File: src/rtl/image_writeback.sv
// Raster-order writeback of a blurred pixel stream into an output SRAM, with a small stall FIFO.
// Latency: a pixel arriving at an empty FIFO with the SRAM port free is written one cycle later.
// Backpressure: mem_stall holds pixels in the FIFO; overflow, extra and out-of-frame pixels are dropped and flag err.
// Optional: define WB_CHECKSUM_EN to add the frame_sum output (16-bit running sum of written pixels).
module image_writeback #(
    parameter int X_MAX       = 16,
    parameter int Y_MAX       = 16,
    parameter int PIXEL_DEPTH = 8,
    parameter int FIFO_DEPTH  = 4
) (
    input  logic                     clk,
    input  logic                     rst,
    input  logic                     new_trans,
    input  logic [$clog2(X_MAX):0]   img_w,
    input  logic [$clog2(Y_MAX):0]   img_h,
    input  logic                     pix_valid,
    input  logic [PIXEL_DEPTH-1:0]   pix_data,
    input  logic                     blur_complete,
    input  logic                     mem_stall,
    output logic [$clog2(X_MAX):0]   x_addr,
    output logic [$clog2(Y_MAX):0]   y_addr,
    output logic [PIXEL_DEPTH-1:0]   wdat,
    output logic                     wen,
    output logic                     busy,
    output logic                     frame_done,
`ifdef WB_CHECKSUM_EN
    output logic [15:0]              frame_sum,
`endif
    output logic                     err
);
    localparam int XW = $clog2(X_MAX) + 1;
    localparam int YW = $clog2(Y_MAX) + 1;
    localparam int PW = $clog2(FIFO_DEPTH);
    localparam int TW = XW + YW;

    typedef enum logic [1:0] {S_IDLE, S_ARMED, S_WRITE, S_DONE} state_t;

    state_t                 state, state_nxt;
    logic [XW-1:0]          w_lat, x_cnt;
    logic [YW-1:0]          h_lat, y_cnt;
    logic [TW-1:0]          recv_cnt, total;
    logic [PIXEL_DEPTH-1:0] mem [FIFO_DEPTH];
    logic [PW-1:0]          rd_ptr, wr_ptr;
    logic [PW:0]            count;

    logic size_ok, active, full, empty, more, push_req;
    logic pop, push, store, take, drop, bc_err, last_pop;
    logic [PIXEL_DEPTH-1:0] pop_dat;

    assign size_ok  = (img_w != '0) && (img_h != '0);
    assign active   = (state == S_ARMED) || (state == S_WRITE);
    assign full     = (count == (PW+1)'(FIFO_DEPTH));
    assign empty    = (count == '0);
    assign total    = TW'(w_lat) * TW'(h_lat);
    assign more     = (recv_cnt < total);
    assign push_req = active && !new_trans && pix_valid && more;
    // An empty FIFO forwards the incoming pixel straight to the write stage.
    assign pop      = active && !new_trans && !mem_stall && (!empty || push_req);
    assign push     = push_req && (!full || pop);
    assign store    = push && !(empty && pop);
    assign take     = pop && !empty;
    assign pop_dat  = empty ? pix_data : mem[rd_ptr];
    assign drop     = pix_valid && !new_trans && !push;
    assign bc_err   = blur_complete && active && !new_trans && ((recv_cnt + TW'(push)) < total);
    assign last_pop = pop && (x_cnt == w_lat - XW'(1)) && (y_cnt == h_lat - YW'(1));

    // State register.
    always_ff @(posedge clk or posedge rst) begin
        if (rst) state <= S_IDLE;
        else     state <= state_nxt;
    end

    // Next-state logic; new_trans restarts from any state.
    always_comb begin
        state_nxt = state;
        if (new_trans) begin
            state_nxt = size_ok ? S_ARMED : S_IDLE;
        end else begin
            case (state)
                S_ARMED: if (pop) state_nxt = last_pop ? S_DONE : S_WRITE;
                S_WRITE: if (last_pop) state_nxt = S_DONE;
                S_DONE:  state_nxt = S_IDLE;
                default: state_nxt = state;
            endcase
        end
    end

    // State-decoded outputs.
    always_comb begin
        busy       = (state == S_ARMED) || (state == S_WRITE);
        frame_done = (state == S_DONE);
    end

    // Frame size latch and sticky error flag.
    always_ff @(posedge clk or posedge rst) begin
        if (rst) begin
            w_lat <= '0;
            h_lat <= '0;
            err   <= 1'b0;
        end else if (new_trans) begin
            w_lat <= img_w;
            h_lat <= img_h;
            err   <= !size_ok;
        end else if (drop || bc_err) begin
            err   <= 1'b1;
        end
    end

    // FIFO storage; contents need no reset since occupancy is tracked separately.
    always_ff @(posedge clk) begin
        if (store) mem[wr_ptr] <= pix_data;
    end

    // FIFO pointers, occupancy and received-pixel count.
    always_ff @(posedge clk or posedge rst) begin
        if (rst) begin
            rd_ptr   <= '0;
            wr_ptr   <= '0;
            count    <= '0;
            recv_cnt <= '0;
        end else if (new_trans) begin
            rd_ptr   <= '0;
            wr_ptr   <= '0;
            count    <= '0;
            recv_cnt <= '0;
        end else begin
            if (store) wr_ptr <= wr_ptr + PW'(1);
            if (take)  rd_ptr <= rd_ptr + PW'(1);
            count    <= count + (PW+1)'(store) - (PW+1)'(take);
            recv_cnt <= recv_cnt + TW'(push);
        end
    end

    // Registered SRAM write port and raster address counters.
    always_ff @(posedge clk or posedge rst) begin
        if (rst) begin
            wen    <= 1'b0;
            wdat   <= '0;
            x_addr <= '0;
            y_addr <= '0;
            x_cnt  <= '0;
            y_cnt  <= '0;
        end else begin
            wen <= pop;
            if (new_trans) begin
                x_cnt <= '0;
                y_cnt <= '0;
            end else if (pop) begin
                wdat   <= pop_dat;
                x_addr <= x_cnt;
                y_addr <= y_cnt;
                if (last_pop) begin
                    x_cnt <= '0;
                    y_cnt <= '0;
                end else if (x_cnt == w_lat - XW'(1)) begin
                    x_cnt <= '0;
                    y_cnt <= y_cnt + YW'(1);
                end else begin
                    x_cnt <= x_cnt + XW'(1);
                end
            end
        end
    end

`ifdef WB_CHECKSUM_EN
    // Running sum of written pixels; holds after the frame until the next new_trans.
    always_ff @(posedge clk or posedge rst) begin
        if (rst)            frame_sum <= '0;
        else if (new_trans) frame_sum <= '0;
        else if (pop)       frame_sum <= frame_sum + 16'(pop_dat);
    end
`endif
endmodule

File: config.mk
export PLATFORM = sky130hd
export DESIGN_NAME = image_writeback
export DESIGN_NICKNAME = d
export VERILOG_FILES = /design/src/rtl/image_writeback.sv
export SDC_FILE = /design/constraint.sdc
export NUM_CORES = 1
export LEC_CHECK = 0
export ABC_AREA = 1
export CELL_PAD_IN_SITES_DETAIL_PLACEMENT = 0
export CELL_PAD_IN_SITES_GLOBAL_PLACEMENT = 1
export CORE_ASPECT_RATIO = 0.9
export CORE_MARGIN = 2
export CORE_UTILIZATION = 25
export DETAILED_ROUTE_END_ITERATION = 8
export MAX_ROUTING_LAYER = met4
export PLACE_DENSITY = 0.48
export SYNTH_ARGS = -nofsm -noshare
export SYNTH_HDL_FRONTEND = slang
export SYNTH_SLANG_ARGS = --single-unit
File: constraint.sdc
create_clock -name clk -period 7.9 [get_ports clk]
set_clock_uncertainty 0.15 [all_clocks]
set_input_delay 1.185 -clock clk [delete_from_list [all_inputs] [get_ports clk]]
set_output_delay 1.185 -clock clk [all_outputs]
set_load 0.02 [all_outputs]
==> results of run 1 <==
==> registers in the layout, summed over array words and instances, names as in the netlist <==
name and flops:
y_cnt 5, x_addr 5, rd_ptr 2, err 1, w_lat 5, wen 1
x_cnt 5, wdat 8, wr_ptr 2, count 3, state 2, recv_cnt 10
y_addr 5, h_lat 5, mem 32
==> Yosys cell counts (all sizes together) <==
library cell	instances
nand2	167
and2	1
clkbuf	10
buf	11
a31oi	10
inv	109
ha	45
nor2	65
nor3	6
o21ai	38
o21a	2
or2	4
o21bai	1
and3	1
fa	10
a21o	1
xor2	18
a221o	1
nand3	36
nand4	5
a21boi	1
o31ai	2
clkinv	1
o22ai	10
a21oi	9
edfxtp	32
o32ai	1
dfrtp	59
nor4	1
a211oi	2
xnor2	9
==> layer usage <==
layer  wire length (um)  vias to the layer above  share of wire
met5                  0                        -              0
met4                 68                        0         0.0049
met3                372                        6          0.027
met2               6470                       50           0.46
met1               7090                     2065           0.51
li1                   -                     2208              -
==> how the worst min path moves through the flow <==
stage / slack, ns / cells past startpoint / from / endpoint
finish: 0.33 / 2 / x_addr[1] / x_addr[1]
global route: 0.36 / 2 / y_addr[0] / y_addr[0]
CTS: 0.33 / 2 / x_addr[1] / x_addr[1]
detailed placement: 0.31 / 2 / y_addr[0] / y_addr[0]
global placement: 0.31 / 2 / y_addr[3] / y_addr[3]
floorplan: 0.37 / 2 / state[1] / state[1]
==> stage by stage <==
step	instance area [um2]	total power, uW	std cells	hold slack, ns	worst slack [ns]
after global placement	6360	1230	992	0.312	1.34
final	6660	1640	1008	0.330	1.22
after detailed placement	6360	1230	992	0.314	1.16
after global routing	6660	1780	1008	0.364	0.509
after CTS	6660	1680	1008	0.334	1.13
after floorplan	5620	1010	668	0.366	1.82
==> power by group through the flow <==
stage          Combinational [uW]  Sequential (uW)  Clock (uW)
2_1_floorplan                 366              645           0
3_3_place_gp                  610              623           0
3_5_place_dp                  608              625           0
4_1_cts                       613              615         454
5_1_grt                       688              626         467
6_report                      595              614         432
==> area by class of cell <==
class                   instances  area, um2
clock buffers                   9        225
multi-input cells             446       2670
well taps                     297        372
flip-flops and latches         91       2440
repair buffers                 48        473
clock inverters                 7       67.6
fillers                      2440      15600
inverters                     110        413
==> cell families after synthesis <==
family                   after synthesis  synth area share
AO/OA/AOI/OAI                         78            0.0809
XOR/XNOR                              27            0.0421
adder cells (fa/ha/maj)               55             0.136
buffers and inverters                131            0.0911
flip-flops                            91             0.434
AND/OR/NAND/NOR                      286             0.216
==> critical path, delay by kind of cell, from the launching register on <==
kind / cells / cell delay (ns)
AOI/OAI and AO/OA: 5 / 0.71
xor gates and xnor gates: 2 / 0.39
adders and majority gates: 7 / 2.70
buffers and inverters: 5 / 0.30
DFF: 1 / 0.48
and+or+nand+nor: 19 / 1.84
==> summary.md, run 1 <==
| Metric | Value |
|---|---|
| Status | `complete, no violations` |
| Cell Rows | `52` |
| R2r setup slk | `1.22 ns` |
| CP Capture Type | `register` |
| # diodes | `0` |
| P_int | `1010 uW` |
| Nets | `785` |
| Arrival time worst endpoint | `6.78 ns` |
| Sequential Power Share | `0.374` |
| Port Buf Inserts | `45` |
| Setup CP Type | `reg2reg` |
| CTS clk-pin slew, worst paths | `0.08 ns` |
| Post-synth top area share | `0.263` |
| Max Cap Viol | `0` |
| Vias per cell | `4.29` |
| Post-Syn Area | `5620 um2` |
| Final Hold Fails | `0` |
| Antenna-violating nets left | `0` |
| Yosys warnings | `0` |
| DRC viols | `0` |
| Synthesized net count | `747` |
| Largest area contributor in the netlist | `dfrtp_1` |
| Sequential element share of the synthesized area | `0.434` |
| Post-Syn Instances | `668` |
| Type of origin of the critical path | `register` |
| Share of cells above drive strength 1 | `0.0563` |
| Worst rel slew slack | `0.295` |
| Die height | `146 um` |
| Flops & latches, synth | `91` |
| Gr busiest metal | `met2` |
| Most frequent cell on the critical path | `nand2_1` |
| GR Util met1 | `0.173` |
| R2R cell count | `38` |
| CTS Sinks | `91` |
| Commonest non-fill, non-tap cell in the layout | `nand2_1` |
| Met3 Use GR | `0.0239` |
| CTS tree | `yes` |
| R2R Path Start | `w_lat[0]` |
| Max clock buf depth | `2` |
| Grt total ovfl | `0` |
| Unrepaired setup endpoints after global routing | `no` |
| Core Footprint | `22300 um2` |
| Vias post-DR | `4329` |
| Final period util | `0.846` |
| PostCTS Resize Cnt | `0` |
| Vias in the first global route | `4485` |
| Clock group share of total power | `0.263` |
| GRT Total Usage | `0.129` |
| DRT Pass-1 Iters | `4` |
| Worst path max stage delay | `0.54 ns` |
| DRT iter0 DRCs | `207` |
| Post-CTS setup buffer count | `0` |
| GR Layer Usage met2 | `0.207` |
| Psw | `630 uW` |
| Commonest cells after routing, fill and taps aside | `162 x nand2_1, 106 x inv_1, 62 x nor2_1` |
| Peak VDD IR | `110 uV` |
| Synth-to-Final Area Change | `18.5%` |
| Final Util | `0.299` |
| Num CTS Buffers | `9` |
| Critical path peak fanout | `8` |
| Die X | `162 um` |
| Worst Max-Slew Pin Slew | `1.05 ns` |
| Sw frac | `0.384` |
| Initial antenna violation count | `0` |
| Slew Limit Fails | `0` |
| First-pass GRT wire length | `23.6 mm` |
| Worst Setup SP | `w_lat[0]` |
| F_max | `150 MHz` |
| DIE AREA | `23700 um2` |
| GP Congestion | `0.808` |
| Worst Hold Class | `reg2reg` |
| Setup TNS | `0 ns` |
| Final setup violation count | `0` |
| Power Dens Cells | `247 nW/um2` |
| CP required | `8.00 ns` |
| Avg WL per Cell | `13.9 um` |
| Logic gate share of total power | `0.362` |
| Final WL | `14.0 mm` |
| Static leakage | `0.00318 uW` |
| Clock H-tree levels | `3` |
| Worst skew pair latency | `0.35 ns` |
| CP Capture Point | `err` |
| Synth cell types | `44` |
| Ports | `46` |
| Clock root buffer | `clkbuf_16` |
| Synthesized area per cell | `8.41 um2` |
| Largest net degree at the start of global routing | `60` |
| HPWL after DPL | `10.3 mm` |
| Period minus WS final | `6.68 ns` |
| Crit-path slowest cell | `fa_1` |
| Starting density of the core | `0.252` |
| Synth area leaders | `dfrtp_1 26%, edfxtp_1 17%, nand2_1 11%` |
| Hold Buf Count CTS | `0` |
| R2r endpoint | `err` |
No activity file was read; power rests on OpenSTA's default activity.
==> run 2, diff against run 1 <==
Clock period 7.9 ns to 6.7 ns, I/O delays scaled along.
==> run 2 against run 1 <==
  * Sequential share of layout area fell by 0.75 points
  * Total power rose by 19%
  * Final cell count rose by 1.2%
  * Hold slack got worse by 0.0053 ns
  * First-iteration DRC count fell by 2.4%
  * Highest routed layer unchanged
==> summary.md, run 2 (synthesis results as in run 1) <==
| Metric | Value |
|---|---|
| Period minus WS final | `6.22 ns (-0.458 ns)` |
| Initial antenna violation count | `0 (unchanged)` |
| Critical path peak fanout | `6 (-2)` |
| Avg WL per Cell | `13.8 um (-0.55%)` |
| Die height | `146 um (unchanged)` |
| Most frequent cell on the critical path | `nand2_1` |
| Sequential Area | `2440 um2 (+0.15%)` |
| DRC viols | `0 (unchanged)` |
| Port Buf Inserts | `45 (unchanged)` |
| Sequential Power Share | `0.368 (-0.006)` |
| Vias in the first global route | `4283 (-4.5%)` |
| GP Congestion | `0.783 (-3.1%)` |
| Antenna-violating nets left | `0 (unchanged)` |
| Status | `complete, no violations` |
| Power Dens Cells | `288 nW/um2 (+17%)` |
| Max reg flops | `32 (unchanged)` |
| Type of origin of the critical path | `register` |
| WHS Endpoint | `x_addr[2]` |
| Sw frac | `0.385 (+0.000967)` |
| Share of cells above drive strength 1 | `0.0899 (+0.0336)` |
| Final setup violation count | `0 (unchanged)` |
| Area of the multi-input gates | `2720 um2 (+1.9%)` |
| CP Capture Type | `register` |
| R2r endpoint | `err` |
| Starting density of the core | `0.252 (unchanged)` |
| Largest net degree at the start of global routing | `60 (unchanged)` |
| Final WL | `14.1 mm (+0.64%)` |
| Die X | `162 um (unchanged)` |
| Clock H-tree levels | `3 (unchanged)` |
| Pre-CTS setup slack | `0.0788 ns (-1.09 ns)` |
| Vias post-DR | `4306 (-0.53%)` |
| CTS clk-pin slew, worst paths | `0.07 ns (about the same)` |
| Worst rel slew slack | `0.437 (+0.141)` |
| Final Hold Fails | `0 (unchanged)` |
| Logic gate share of total power | `0.373 (+0.011)` |
| Placed Instance Area | `6410 um2 (+0.83%)` |
| Static leakage | `0.00324 uW (+1.8%)` |
| Worst Max-Slew Pin Slew | `0.845 ns (-0.208 ns)` |
| Worst Hold Class | `reg2reg` |
| R2R Path Start | `h_lat[2]` |
| Commonest cells after routing, fill and taps aside | `160 x nand2_1, 106 x inv_1, 62 x nor2_1` |
| Worst skew pair latency | `0.35 ns (about the same)` |
| CTS tree | `yes` |
| Psw | `754 uW (+20%)` |
| Worst setup margin | `0.476 ns (-0.742 ns)` |
| Peak VDD IR | `119 uV (+8.6%)` |
| Setup CP Type | `reg2reg` |
| Fillcell total | `2370 (-2.9%)` |
| CP required | `6.84 ns (-1.16 ns)` |
| F_max | `161 MHz (+7.4%)` |
| DIE AREA | `23700 um2 (unchanged)` |
| Max clock buf depth | `2 (unchanged)` |
| HPWL after DPL | `10.3 mm (+0.65%)` |
| Reg with most FFs | `mem` |
| Core Footprint | `22300 um2 (unchanged)` |
| R2R cell count | `38 (unchanged)` |
| Clock group share of total power | `0.259 (-0.004)` |
| Worst path max stage delay | `0.54 ns (about the same)` |
| Crit-path slowest cell | `fa_1` |
| # diodes | `0 (unchanged)` |
| Finished Cell Area | `6800 um2 (+2.2%)` |
| Synth-to-Final Area Change | `21.1%` |
| DRT iter0 DRCs | `202 (-2.4%)` |
| Clock root buffer | `clkbuf_16` |
| Grt total ovfl | `0 (unchanged)` |
| R2r setup slk | `0.48 ns (-0.74 ns)` |
| Hold Crit Start | `x_addr[2]` |
| CTS Sinks | `91 (unchanged)` |
| Cell Rows | `52 (unchanged)` |
| Worst hold stages | `2 (unchanged)` |
| GRT Total Usage | `0.128 (-0.00110)` |
| DRT Pass-1 Iters | `4 (unchanged)` |
| Vias per cell | `4.22 (-1.7%)` |
| First-pass GRT wire length | `23.0 mm (-2.5%)` |
| Largest regs | `mem (32), recv_cnt (10), wdat (8)` |
| Ports | `46 (unchanged)` |
| Max Cap Viol | `0 (unchanged)` |
| Commonest non-fill, non-tap cell in the layout | `nand2_1` |
| Hold Buf Count CTS | `0 (unchanged)` |
| Final period util | `0.929 (+0.0831)` |
| P_int | `1210 uW (+19%)` |
| Num CTS Buffers | `9 (unchanged)` |
| Slew Limit Fails | `0 (unchanged)` |
| Nets | `797 (+1.5%)` |
| Arrival time worst endpoint | `6.37 ns (-0.41 ns)` |
==> run 2: layout make-up <==
| cell class | instances | share of cell area |
|---|---|---|
| well taps | 297 | 0.0546 |
| flip-flops and latches | 91 | 0.359 |
| inverters | 110 | 0.0607 |
| repair buffers | 60 | 0.0828 |
| clock buffers | 9 | 0.0331 |
| multi-input cells | 446 | 0.400 |
| clock inverters | 7 | 0.0105 |
==> run 2: repair_timing <==
action	4_1_cts	5_1_grt
endpoints found under the setup margin	0	1
setup buffers	0	5
resized for setup	0	16
==> run 2: per-stage QoR <==
stage          power, uW  hold slack [ns]  std cells  utilization  setup TNS, ns
6_report            1960            0.324       1020        0.306              0
5_1_grt             2120            0.355       1020        0.306        -0.0365
4_1_cts             1980            0.330       1015        0.302              0
3_5_place_dp        1460            0.312        999        0.288              0
3_3_place_gp        1460            0.313        999        0.288              0
2_1_floorplan       1190            0.366        668            -              0
==> run 2: how the worst max path moves through the flow <==
stage	depth (start not counted)	slack (ns)	from	endpoint
after floorplan	39	0.62	h_lat[3]	err
after global placement	39	0.29	h_lat[4]	err
after detailed placement	39	0.08	h_lat[4]	err
after CTS	39	0.02	h_lat[4]	err
after global routing	42	-0.04	h_lat[2]	err
final	38	0.48	h_lat[2]	err
==> run 2: worst max-delay path, delay by kind of cell, from the launching register on <==
family / cells / cell delay, ns
flops: 1 / 0.44
fa+ha+maj: 7 / 2.53
xor+xnor: 2 / 0.39
simple gates: 19 / 1.65
compound gates: 5 / 0.61
buf+inv: 5 / 0.37
==> run 2: layer usage <==
| metal | vias up | wire, um | track usage |
|---|---|---|---|
| met1 | 2006 | 7390 | 0.179 |
| met5 | - | 0 | - |
| met2 | 55 | 6150 | 0.191 |
| met4 | 0 | 191 | 0.0319 |
| met3 | 12 | 354 | 0.0247 |
| li1 | 2233 | - | - |
==> run 2: power by group through the flow <==
| stage | Sequential, uW | Clock [uW] | Combinational [uW] |
|---|---|---|---|
| after floorplan | 760 | 0 | 432 |
| after global placement | 733 | 0 | 728 |
| after detailed placement | 734 | 0 | 727 |
| after CTS | 723 | 527 | 733 |
| after global routing | 734 | 555 | 834 |
| final | 722 | 508 | 730 |
==> run 3, diff against run 2 <==
==> constraint.sdc (replaced) <==
create_clock -name clk -period 6.2 [get_ports clk]
set_clock_uncertainty 0.15 [all_clocks]
set_input_delay 1.24 -clock clk [delete_from_list [all_inputs] [get_ports clk]]
set_output_delay 1.24 -clock clk [all_outputs]
set_load 0.02 [all_outputs]
==> run 3 against run 2 <==
  * Global-route usage up 0.096 points
  * Combinational power up 19%
  * Non-clock buffer count up 16
  * Setup slack worse by 0.14 ns
  * Critical path depth unchanged
  * Die area unchanged
  * Wire length up 1.2%
  * First-iteration DRC count down 9.4%
  * Sequential share of layout area down 1.3 points
  * Flip-flop and latch count unchanged
  * Critical endpoint unchanged
==> summary.md, run 3 (synthesis results as in run 1) <==
| Metric | Value |
|---|---|
| Status | `complete, no violations` |
| CTS Sinks | `91 (unchanged)` |
| Worst hold stages | `2 (unchanged)` |
| CP Capture Type | `register` |
| Worst rel slew slack | `0.448 (+0.0111)` |
| Worst path max stage delay | `0.56 ns (+0.02 ns)` |
| DRT iter0 DRCs | `183 (-9.4%)` |
| GRT Total Usage | `0.129 (+0.000964)` |
| CTS clk-pin slew, worst paths | `0.07 ns (about the same)` |
| Final Hold Fails | `0 (unchanged)` |
| Pre-CTS setup slack | `-0.120 ns (-0.199 ns)` |
| Worst skew pair latency | `0.35 ns (about the same)` |
| Commonest non-fill, non-tap cell in the layout | `nand2_1` |
| First-pass GRT wire length | `23.5 mm (+2.2%)` |
| CP required | `6.29 ns (-0.55 ns)` |
| # diodes | `0 (unchanged)` |
| Clock H-tree levels | `3 (unchanged)` |
| DRT Pass-1 Iters | `4 (unchanged)` |
| Worst Max-Slew Pin Slew | `0.828 ns (-0.0167 ns)` |
| R2R Path Start | `w_lat[2]` |
| Power Dens Cells | `314 nW/um2 (+9.0%)` |
| Ports | `46 (unchanged)` |
| Hold Buf Count CTS | `0 (unchanged)` |
| Die X | `162 um (unchanged)` |
| Vias in the first global route | `4518 (+5.5%)` |
| Die height | `146 um (unchanged)` |
| Gr busiest metal | `met2` |
| Worst setup margin | `0.337 ns (-0.139 ns)` |
| Avg WL per Cell | `13.8 um (-0.40%)` |
| HPWL after DPL | `10.5 mm (+1.6%)` |
| Type of origin of the critical path | `register` |
| F_max | `171 MHz (+6.2%)` |
| DRC viols | `0 (unchanged)` |
| Port Buf Inserts | `45 (unchanged)` |
| Met3 Use GR | `0.0224 (-0.00227)` |
| Vias per cell | `4.21 (-0.26%)` |
| R2r endpoint | `err` |
| Num CTS Buffers | `9 (unchanged)` |
| Arrival time worst endpoint | `5.96 ns (-0.41 ns)` |
| R2R cell count | `38 (unchanged)` |
| Period minus WS final | `5.86 ns (-0.361 ns)` |
| Grt total ovfl | `0 (unchanged)` |
| Worst Hold Class | `reg2reg` |
| GP Congestion | `0.780 (-0.46%)` |
| WHS Endpoint | `x_addr[4]` |
| Antenna-violating nets left | `0 (unchanged)` |
| Most frequent cell on the critical path | `nand2_1` |
| Peak VDD IR | `125 uV (+4.8%)` |
| GR Layer Usage met2 | `0.204 (+0.0130)` |
| CTS tree | `yes` |
| Crit-path slowest cell | `fa_1` |
| Share of cells above drive strength 1 | `0.135 (+0.0454)` |
| Clock root buffer | `clkbuf_16` |
| Synth-to-Final Area Change | `25.4%` |
| Slew Limit Fails | `0 (unchanged)` |
| Cell Rows | `52 (unchanged)` |
| Final WL | `14.2 mm (+1.2%)` |
| Fillcell total | `2382 (+0.51%)` |
| Initial antenna violation count | `0 (unchanged)` |
| Critical path peak fanout | `2 (-4)` |
| GR Util met1 | `0.174 (-0.00522)` |
| Setup CP Type | `reg2reg` |
| Design Power | `2210 uW (+13%)` |
| Max clock buf depth | `2 (unchanged)` |
| Hold Crit Start | `x_addr[4]` |
| Final setup violation count | `0 (unchanged)` |
| Unrepaired setup endpoints after global routing | `yes` |
| Commonest cells after routing, fill and taps aside | `156 x nand2_1, 99 x inv_1, 60 x nor2_1` |
| Largest regs | `mem (32), recv_cnt (10), wdat (8)` |
| Final Util | `0.317 (+0.0109)` |
| Max Cap Viol | `0 (unchanged)` |
| Final period util | `0.946 (+0.0167)` |
| Nets | `813 (+2.0%)` |
| R2r setup slk | `0.34 ns (-0.14 ns)` |
| DIE AREA | `23700 um2 (unchanged)` |
| Core Footprint | `22300 um2 (unchanged)` |
| Static leakage | `0.00334 uW (+3.1%)` |
| Vias post-DR | `4362 (+1.3%)` |
| Max reg flops | `32 (unchanged)` |
| Largest net degree at the start of global routing | `60 (unchanged)` |
| Reg with most FFs | `mem` |
| Starting density of the core | `0.252 (unchanged)` |
## run 3: cell types whose count changed in the layout (fill, tap and decap cells not counted), sizes merged
cell / previous run / this run
clkinvlp: 2 / 1
buf: 15 / 31
bufinv: 0 / 1
## run 3: routing by layer
layer / up-vias / wire (um)
li1: 2261 / -
met1: 2049 / 7170
met2: 43 / 6630
met3: 9 / 315
met4: 0 / 135
met5: - / 0
## run 3: cell type report
type                    instances  area [um2]  area share
multi-input cells             446        2840       0.403
flip-flops and latches         91        2440       0.346
repair buffers                 76         683      0.0970
inverters                     110         415      0.0590
well taps                     297         372      0.0527
clock buffers                   9         225      0.0320
clock inverters                 7        75.1      0.0107
## run 3: worst max-delay path by stage
stage | slack, ns | end | startpoint | depth (start not counted)
after global routing | -0.05 | err | h_lat[2] | 38
after floorplan | 0.12 | err | h_lat[3] | 39
final | 0.34 | err | w_lat[2] | 38
after detailed placement | -0.12 | err | h_lat[4] | 39
after global placement | 0.11 | err | h_lat[4] | 39
after CTS | 0.005 | err | h_lat[4] | 39
## run 3: where the power goes
part	leakage (uW)	switching [uW]	total, uW	internal (uW)
sequential	0.00106	65.1	779	714
combinational	0.00213	508	871	363
clock	0.000146	244	561	316
## run 3: critical path: cells and delay by family, from the launching register on
kind,cells,cell delay (ns)
DFF,1,0.36
buffers and inverters,5,0.24
AOI/OAI and AO/OA,5,0.57
and+or+nand+nor,19,1.63
adders and majority gates,7,2.57
xor gates and xnor gates,2,0.24
## run 3: what timing repair did
| action | CTS | global route |
|---|---|---|
| setup buffers | 0 | 7 |
| setup endpoints to repair | 1 | 1 |
| resized for setup | 6 | 38 |
| pin swaps | 2 | 24 |
## run 3: stage by stage
| step | hold slack, ns | TNS (ns) | area [um2] | instances |
|---|---|---|---|---|
| global route | 0.349 | -0.0519 | 7050 | 1036 |
| floorplan | 0.366 | 0 | 5620 | 668 |
| CTS | 0.333 | 0 | 6830 | 1029 |
| finish | 0.328 | 0 | 7050 | 1036 |
| global placement | 0.313 | 0 | 6520 | 1013 |
| detailed placement | 0.313 | -0.120 | 6520 | 1013 |
